==> config.mk <==
export PLATFORM = sky130hd
export DESIGN_NAME = velocity_cell_reader_flat
export DESIGN_NICKNAME = d
export VERILOG_FILES = /design/src/rtl/velocity_reader_pkg.sv /design/src/rtl/velocity_cell_reader_if.sv /design/src/rtl/velocity_reader_fifo2.sv /design/src/rtl/velocity_cell_reader.sv /design/src/flat_wrapper.sv
export SDC_FILE = /design/constraint.sdc
export NUM_CORES = 1
export LEC_CHECK = 0
export CORE_MARGIN = 1
export CORE_UTILIZATION = 53
export CTS_BUF_LIST = sky130_fd_sc_hd__clkbuf_4 sky130_fd_sc_hd__clkbuf_8
export DETAILED_ROUTE_END_ITERATION = 10
export PLACE_DENSITY = 0.93
export SYNTH_ARGS = -nofsm -noshare
export SYNTH_HDL_FRONTEND = slang
export SYNTH_SLANG_ARGS = --single-unit
==> constraint.sdc <==
create_clock -name clk -period 5.75 [get_ports clk]
set_input_delay 1.725 -clock clk [delete_from_list [all_inputs] [get_ports clk]]
set_output_delay 1.725 -clock clk [all_outputs]
set_load 0.01 [all_outputs]
==> src/rtl/velocity_reader_pkg.sv <==
// Shared FSM state type and constants for the velocity cell reader and its FIFO.
package velocity_reader_pkg;

  typedef enum logic [2:0] {
    IDLE,
    RD_CNT,
    LATCH_CNT,
    STREAM,
    DRAIN,
    FINISH
  } state_e;

  localparam int COUNT_ADDR = 0;
  localparam int FIFO_DEPTH = 2;

  // Limits the particle count read from word 0 to the last valid memory word.
  function automatic int clampCount(input int raw, input int limit);
    return (raw > limit) ? limit : raw;
  endfunction

endpackage

==> src/rtl/velocity_cell_reader_if.sv <==
// Control, cell-memory and output-stream signals of the velocity cell reader.
interface velocity_cell_reader_if #(
  parameter int DATA_WIDTH = 96,
  parameter int ADDR_WIDTH = 8
);

  logic                  start;
  logic                  busy;
  logic                  done;
  logic [ADDR_WIDTH-1:0] mem_address;
  logic                  mem_rden;
  logic                  mem_wren;
  logic [DATA_WIDTH-1:0] mem_data;
  logic [DATA_WIDTH-1:0] mem_q;
  logic                  out_valid;
  logic                  out_ready;
  logic [DATA_WIDTH-1:0] out_data;
  logic [ADDR_WIDTH-1:0] out_id;
  logic                  out_last;
  logic [15:0]           stall_cycles;

  modport master (
    input  start,
    output busy,
    output done,
    output mem_address,
    output mem_rden,
    output mem_wren,
    output mem_data,
    input  mem_q,
    output out_valid,
    input  out_ready,
    output out_data,
    output out_id,
    output out_last,
    output stall_cycles
  );

  modport slave (
    output start,
    input  busy,
    input  done,
    input  mem_address,
    input  mem_rden,
    input  mem_wren,
    input  mem_data,
    output mem_q,
    input  out_valid,
    output out_ready,
    input  out_data,
    input  out_id,
    input  out_last,
    input  stall_cycles
  );

endinterface

==> src/rtl/velocity_reader_fifo2.sv <==
// Two-entry FIFO whose head entry is a register driven straight to the outputs.
module velocity_reader_fifo2
  import velocity_reader_pkg::*;
#(
  parameter int WIDTH = 8
) (
  input  logic             clk,
  input  logic             rst,
  input  logic             push_i,
  input  logic             pop_i,
  input  logic [WIDTH-1:0] data_i,
  output logic [WIDTH-1:0] data_o,
  output logic             full_o,
  output logic             empty_o,
  output logic [1:0]       count_o
);

  logic [WIDTH-1:0] head_q, head_d;
  logic [WIDTH-1:0] tail_q, tail_d;
  logic [1:0]       count_q, count_d;
  logic             doPush;
  logic             doPop;

  // A push into a full FIFO is only accepted when the head leaves in the same cycle.
  always_comb begin
    doPop   = pop_i && (count_q != 2'd0);
    doPush  = push_i && ((count_q != 2'(FIFO_DEPTH)) || doPop);
    head_d  = head_q;
    tail_d  = tail_q;
    count_d = count_q;
    case ({doPush, doPop})
      2'b10: begin
        if (count_q == 2'd0) head_d = data_i;
        else                 tail_d = data_i;
        count_d = count_q + 2'd1;
      end
      2'b01: begin
        head_d  = tail_q;
        count_d = count_q - 2'd1;
      end
      2'b11: begin
        if (count_q == 2'd1) begin
          head_d = data_i;
        end else begin
          head_d = tail_q;
          tail_d = data_i;
        end
      end
      default: ;
    endcase
  end

  always_ff @(posedge clk) begin
    if (rst) begin
      head_q  <= '0;
      tail_q  <= '0;
      count_q <= 2'd0;
    end else begin
      head_q  <= head_d;
      tail_q  <= tail_d;
      count_q <= count_d;
    end
  end

  assign data_o  = head_q;
  assign full_o  = (count_q == 2'(FIFO_DEPTH));
  assign empty_o = (count_q == 2'd0);
  assign count_o = count_q;

endmodule

==> src/rtl/velocity_cell_reader.sv <==
// Streams the velocity words of one cell: reads the count in word 0, then words 1..N.
// Optional backpressure counter enabled by defining VELOCITY_READER_STATS_EN.
module velocity_cell_reader
  import velocity_reader_pkg::*;
#(
  parameter int DATA_WIDTH   = 96,
  parameter int PARTICLE_NUM = 220,
  parameter int ADDR_WIDTH   = 8
) (
  input logic                    clk,
  input logic                    rst,
  velocity_cell_reader_if.master bus
);

  localparam int ENTRY_WIDTH = DATA_WIDTH + ADDR_WIDTH + 1;

  state_e                state_q, state_d;
  logic [ADDR_WIDTH-1:0] cellCount_q, cellCount_d;
  logic [ADDR_WIDTH-1:0] nextAddr_q, nextAddr_d;
  logic                  inflight_q;
  logic [ADDR_WIDTH-1:0] inflightId_q;
  logic                  inflightLast_q;

  logic [ADDR_WIDTH-1:0] countLatched;
  logic                  memRden;
  logic [ADDR_WIDTH-1:0] memAddr;
  logic                  issue;
  logic                  pop;
  logic [2:0]            pending;
  logic                  canIssue;

  logic [ENTRY_WIDTH-1:0] fifoIn;
  logic [ENTRY_WIDTH-1:0] fifoHead;
  logic                   fifoFull;
  logic                   fifoEmpty;
  logic [1:0]             fifoCount;
  logic                   headLast;

  assign countLatched = ADDR_WIDTH'(clampCount(int'(bus.mem_q[ADDR_WIDTH-1:0]), PARTICLE_NUM - 1));

  // Entries already buffered or on their way back, after this cycle's pop, must leave room for one more.
  assign pop      = !fifoEmpty && bus.out_ready;
  assign pending  = 3'(fifoCount) + 3'(inflight_q) - 3'(pop);
  assign canIssue = (pending < 3'(FIFO_DEPTH)) && !(fifoFull && !pop);

  always_comb begin
    state_d     = state_q;
    cellCount_d = cellCount_q;
    nextAddr_d  = nextAddr_q;
    memRden     = 1'b0;
    memAddr     = nextAddr_q;
    issue       = 1'b0;
    case (state_q)
      IDLE: begin
        if (bus.start) state_d = RD_CNT;
      end
      RD_CNT: begin
        memRden = 1'b1;
        memAddr = ADDR_WIDTH'(COUNT_ADDR);
        state_d = LATCH_CNT;
      end
      LATCH_CNT: begin
        cellCount_d = countLatched;
        nextAddr_d  = ADDR_WIDTH'(1);
        state_d     = (countLatched == '0) ? FINISH : STREAM;
      end
      STREAM: begin
        if (canIssue) begin
          memRden    = 1'b1;
          issue      = 1'b1;
          nextAddr_d = nextAddr_q + ADDR_WIDTH'(1);
          if (nextAddr_q == cellCount_q) state_d = DRAIN;
        end
      end
      DRAIN: begin
        if (pop && headLast) state_d = FINISH;
      end
      FINISH: begin
        state_d = IDLE;
      end
      default: state_d = IDLE;
    endcase
  end

  always_ff @(posedge clk) begin
    if (rst) begin
      state_q        <= IDLE;
      cellCount_q    <= '0;
      nextAddr_q     <= '0;
      inflight_q     <= 1'b0;
      inflightId_q   <= '0;
      inflightLast_q <= 1'b0;
    end else begin
      state_q        <= state_d;
      cellCount_q    <= cellCount_d;
      nextAddr_q     <= nextAddr_d;
      inflight_q     <= issue;
      inflightId_q   <= nextAddr_q;
      inflightLast_q <= (nextAddr_q == cellCount_q);
    end
  end

  // Each returning word carries the id and last flag recorded when its read was issued.
  assign fifoIn = {inflightLast_q, inflightId_q, bus.mem_q};

  velocity_reader_fifo2 #(
    .WIDTH(ENTRY_WIDTH)
  ) u_fifo (
    .clk     (clk),
    .rst     (rst),
    .push_i  (inflight_q),
    .pop_i   (pop),
    .data_i  (fifoIn),
    .data_o  (fifoHead),
    .full_o  (fifoFull),
    .empty_o (fifoEmpty),
    .count_o (fifoCount)
  );

  assign headLast = fifoHead[ENTRY_WIDTH-1];

  assign bus.out_valid   = !fifoEmpty;
  assign bus.out_data    = fifoHead[DATA_WIDTH-1:0];
  assign bus.out_id      = fifoHead[DATA_WIDTH +: ADDR_WIDTH];
  assign bus.out_last    = !fifoEmpty && headLast;
  assign bus.mem_rden    = memRden;
  assign bus.mem_address = memAddr;
  assign bus.mem_wren    = 1'b0;
  assign bus.mem_data    = '0;
  assign bus.busy        = (state_q == RD_CNT) || (state_q == LATCH_CNT) ||
                           (state_q == STREAM) || (state_q == DRAIN);
  assign bus.done        = (state_q == FINISH);

`ifdef VELOCITY_READER_STATS_EN
  logic [15:0] stall_q, stall_d;

  always_comb begin
    stall_d = stall_q;
    if ((state_q == IDLE) && bus.start) begin
      stall_d = '0;
    end else if (bus.out_valid && !bus.out_ready && (stall_q != 16'hFFFF)) begin
      stall_d = stall_q + 16'd1;
    end
  end

  always_ff @(posedge clk) begin
    if (rst) stall_q <= '0;
    else     stall_q <= stall_d;
  end

  assign bus.stall_cycles = stall_q;
`else
  assign bus.stall_cycles = 16'h0000;
`endif

endmodule

==> src/flat_wrapper.sv <==
// flat-port wrapper written by rule: the top's interface ports become plain ports
module velocity_cell_reader_flat import velocity_reader_pkg::*;
#(
  parameter int DATA_WIDTH   = 96,
  parameter int PARTICLE_NUM = 220,
  parameter int ADDR_WIDTH   = 8
)
  (clk, rst, bus_start, bus_busy, bus_done, bus_mem_address, bus_mem_rden, bus_mem_wren, bus_mem_data, bus_mem_q, bus_out_valid, bus_out_ready, bus_out_data, bus_out_id, bus_out_last, bus_stall_cycles);
  velocity_cell_reader_if #(.DATA_WIDTH(DATA_WIDTH), .ADDR_WIDTH(ADDR_WIDTH)) bus_i ();
  input logic clk;
  input logic rst;
  input wire logic [$bits(bus_i.start)-1:0] bus_start;
  output wire logic [$bits(bus_i.busy)-1:0] bus_busy;
  output wire logic [$bits(bus_i.done)-1:0] bus_done;
  output wire logic [$bits(bus_i.mem_address)-1:0] bus_mem_address;
  output wire logic [$bits(bus_i.mem_rden)-1:0] bus_mem_rden;
  output wire logic [$bits(bus_i.mem_wren)-1:0] bus_mem_wren;
  output wire logic [$bits(bus_i.mem_data)-1:0] bus_mem_data;
  input wire logic [$bits(bus_i.mem_q)-1:0] bus_mem_q;
  output wire logic [$bits(bus_i.out_valid)-1:0] bus_out_valid;
  input wire logic [$bits(bus_i.out_ready)-1:0] bus_out_ready;
  output wire logic [$bits(bus_i.out_data)-1:0] bus_out_data;
  output wire logic [$bits(bus_i.out_id)-1:0] bus_out_id;
  output wire logic [$bits(bus_i.out_last)-1:0] bus_out_last;
  output wire logic [$bits(bus_i.stall_cycles)-1:0] bus_stall_cycles;
  assign bus_i.start = bus_start;
  assign bus_busy = bus_i.busy;
  assign bus_done = bus_i.done;
  assign bus_mem_address = bus_i.mem_address;
  assign bus_mem_rden = bus_i.mem_rden;
  assign bus_mem_wren = bus_i.mem_wren;
  assign bus_mem_data = bus_i.mem_data;
  assign bus_i.mem_q = bus_mem_q;
  assign bus_out_valid = bus_i.out_valid;
  assign bus_i.out_ready = bus_out_ready;
  assign bus_out_data = bus_i.out_data;
  assign bus_out_id = bus_i.out_id;
  assign bus_out_last = bus_i.out_last;
  assign bus_stall_cycles = bus_i.stall_cycles;
  velocity_cell_reader #(.DATA_WIDTH(DATA_WIDTH), .PARTICLE_NUM(PARTICLE_NUM), .ADDR_WIDTH(ADDR_WIDTH)) u_core (.clk(clk), .rst(rst), .bus(bus_i));
endmodule
==> run_results.csv <==
group,metric,value,unit
critical_path,slowest_delay,470,ps
timing,min_period,5528,ps
critical_path,criticalPathCategory,"input port to primary output",
drt,drcViolationCount,0,
synthesis,synthXorXnorAreaFrac,0.009348,
synthesis,yosys_warnings,0,
synthesis,synth_top_family_by_area,"simple AND/OR/NAND/NOR gates",
critical_path,cp-start-kind,"input port",
critical_path,crit_family,"buffers and inverters",
pwr,p_leak,4.564,nW
clocking,h-tree-depth,2,
drt,ant_nets,0,
timing,worstMarginPinSlew,1252,ps
hold_path,hp-class,"register to register",
clocking,cts.sinks,241,
floorplanning,core,0.02036,sq mm
clocking,cts_buffer_depth,3,
placed_design,place_ws,-49.32,ps
clocking,clockRootBuffer,"clkbuf_8",
timing,rsz0062_at_grt,"no",
synthesis,synth.area.top_cells,"dfxtp_1 43%, buf_4 15%, a221oi_1 8.3%, nand2_1 7.6%, a21oi_1 5.1%",
clocking,cts_hold_buf,0,
final_layout,final_util,0.6360,
grt,busiest_layer,"met2",
synthesis,synthMuxAreaShare,0,
flow_run,max-cap-violations,0,
grt,grt_overflow_total,0,
final_layout,area_delta_synth_final,16.59,%
timing,max_freq,180.9,MHz
timing,final-setup-viol-count,0,
timing,maxSlewViolCount,0,
status,status,"finished clean",
timing,finalWorstSetupSlack,222.2,ps
grt,grt_pass1_vias,8771,
synthesis,synth.most_common_cell,"dfxtp_1",
floorplanning,die_w,146.8,um
grt,grt_use_met1,0.2920,
drt,wirelength,26.83,mm
grt,grtUsageTotal,0.2394,
critical_path,crit_path_max_fanout,3,
synthesis,synth_area,0.01111,sq mm
final_layout,layout-drive-gt1-share,0.07495,
floorplanning,rows,52,
final_layout,antenna_cells,0,
timing,fin_crit_sh,0.9614,
pwr,power-per-cell-area,415.8,mW/mm^2
synthesis,synthCells,1344,
placed_design,numPortBuffers,216,
floorplanning,die_h,146.8,um
synthesis,syn-mean-instance-area,8.266,sq um
pwr,ir_drop,0.2327,mV
timing,slew-limit-headroom,0.1655,
critical_path,cp_num_buf_inv,4,
timing,finClkSkew,16.98,ps
synthesis,yosysTopAreaCellShare,0.4343,
synthesis,synth_area_leader_cell,"dfxtp_1",
grt,grt_pass1_wl,42.77,mm
drt,via_count,9382,
critical_path,crit_path_end_kind,"primary output",
placed_design,hpwl,16.87,mm
critical_path,critPathSlowestCell,"clkdlybuf4s50_1",
synthesis,ys_seq_area_frac,0.4343,
synthesis,synthSimpleGateAreaFrac,0.1960,
floorplanning,start_util,0.5455,
synthesis,synth-seq-cells,241,
clocking,cts_tree,"built",
grt,grt_max_degree,106,
final_layout,nNetsFinal,1521,
timing,finalSetupTns,0,ps
synthesis,synth_async_sr_flop_share,0,
synthesis,yosysUniqueCellTypes,49,
synthesis,synth-edff-count,0,
grt,antenna_found_initial,0,
critical_path,crit_chain,"clkdlybuf4s50_1, nand2b_4, inv_2, ha_1, nor2_1, fa_1, inv_1, o2111ai_2, nand2b_1, dlygate4sd2_1",
floorplanning,io_pins,330,
final_layout,final_cell_area,0.01295,sq mm
placed_design,placed_cell_area,0.01213,sq mm
critical_path,arrival,3800,ps
synthesis,synth_ff_type,"dfxtp_1",
critical_path,cp.required,4030,ps
timing,hold_viol,0,
placed_design,place.gp.congestion,0.8646,
grt,grtUsageMet2,0.3993,
synthesis,synth_fa_ha_area_frac,0.008560,
drt,routed_via_density,5.483,
drt,drt-initial-drc-count,743,
floorplanning,die_area,0.02154,sq mm
clocking,clk_pin_slew,60,ps
drt,wl_per_cell,15.68,um
grt,use_met3,0.05497,
drt,drtPass1Iterations,5,
clocking,clk_latency,520,ps
clocking,cts_buffers,40,
synthesis,synth_compound_area_frac,0.1587,
placed_design,dpl.cell_count,1641,
synthesis,synthTopCellsByCount,"241 x dfxtp_1, 226 x nand2_1, 218 x buf_4, 114 x a21oi_1, 112 x nor2_1",
final_layout,fin_cells,1711,
==> stage by stage <==
| stage | hold WS [ps] | power [mW] |
|---|---|---|
| after global placement | 437.2 | 3.839 |
| after CTS | 450.4 | 5.422 |
| after floorplan | 431.7 | 3.430 |
| after detailed placement | 442.8 | 3.891 |
| final | 448.7 | 5.386 |
| after global routing | 463.8 | 5.687 |
==> worst reg2reg max path: stages (launching register included) <==
cell and delay, ps:
dfxtp_1 420, inv_1 130, ha_1 330, nand2b_4 200
inv_2 50, buf_4 180, ha_1 210, nor2b_1 330
o21a_4 590, buf_4 430, a221oi_1 150, nor3_1 210
==> routing by layer <==
layer	vias up	wire [um]
met2	450	13220
met5	-	0
met3	72	2145
met4	0	913
li1	4444	-
met1	4416	10550
==> report_power, final <==
part           internal [mW]  leakage, nW  total [mW]  switching (mW)
sequential              1.95         1.95        2.12           0.171
clock                  0.858        0.433        1.51           0.649
combinational          0.841         2.18        1.76           0.917
==> kinds of logic after synthesis <==
family,count (synthesis)
XOR/XNOR,11
other,1
buffers and inverters,332
adder cells (fa/ha/maj),7
flip-flops,241
AND/OR/NAND/NOR,502
AO/OA/AOI/OAI,250
==> sequential cells by signal, summed over array words and instances (netlist names) <==
register / flops
u_core.inflight_q: 1
u_core.u_fifo.data_o: 105
u_core.u_fifo.count_o: 2
u_core.u_fifo.tail_q: 105
u_core.nextAddr_q: 8
u_core.inflightLast_q: 1
u_core.inflightId_q: 8
u_core.state_q: 3
u_core.cellCount_q: 8
==> path summary, 6_finish.rpt <==
kind | slack (ps) | depth (start not counted) | from | endpoint
worst max register to register | 2450 | 11 | u_core.u_fifo.count_o[1]$_SDFFE_PP0P_ | u_core.u_fifo.data_o[11]$_SDFFE_PP0P_
worst min-delay path | 450 | 2 | u_core.u_fifo.tail_q[1]$_SDFFE_PP0P_ | u_core.u_fifo.tail_q[1]$_SDFFE_PP0P_
worst max-delay path | 220 | 10 | bus_out_ready | bus_mem_rden
worst min register to register | 450 | 2 | u_core.u_fifo.tail_q[1]$_SDFFE_PP0P_ | u_core.u_fifo.tail_q[1]$_SDFFE_PP0P_
==> layout make-up <==
type	count	area (sq um)
flip-flops and latches	241	4825
multi-input cells	883	4608
fillers	1670	7412
clock inverters	4	26.28
well taps	270	337.8
inverters	11	41.29
repair buffers	237	2332
clock buffers	65	782.0
==> repair_timing <==
item,in CTS,in global routing
gates resized for setup,2,0
setup endpoints to repair,1,0
setup buffers,1,0
==> layout by cell type, fill, tap and decap left out, types with 4 or more instances in the layout <==
master,instances
dfxtp_1,241
nand3_1,6
ha_1,6
nor2b_1,19
inv_1,10
nor2_1,112
xnor2_1,10
nor3_1,110
nand2_1,224
o31ai_1,6
clkbuf_4,18
o221a_2,4
nor4_1,4
a21oi_1,114
clkdlybuf4s50_1,214
nand4_1,6
or3_1,5
buf_4,20
o2111ai_1,6
clkbuf_8,47
conb_1,113
a221oi_1,105
No activity file was read; power rests on OpenSTA's default activity.
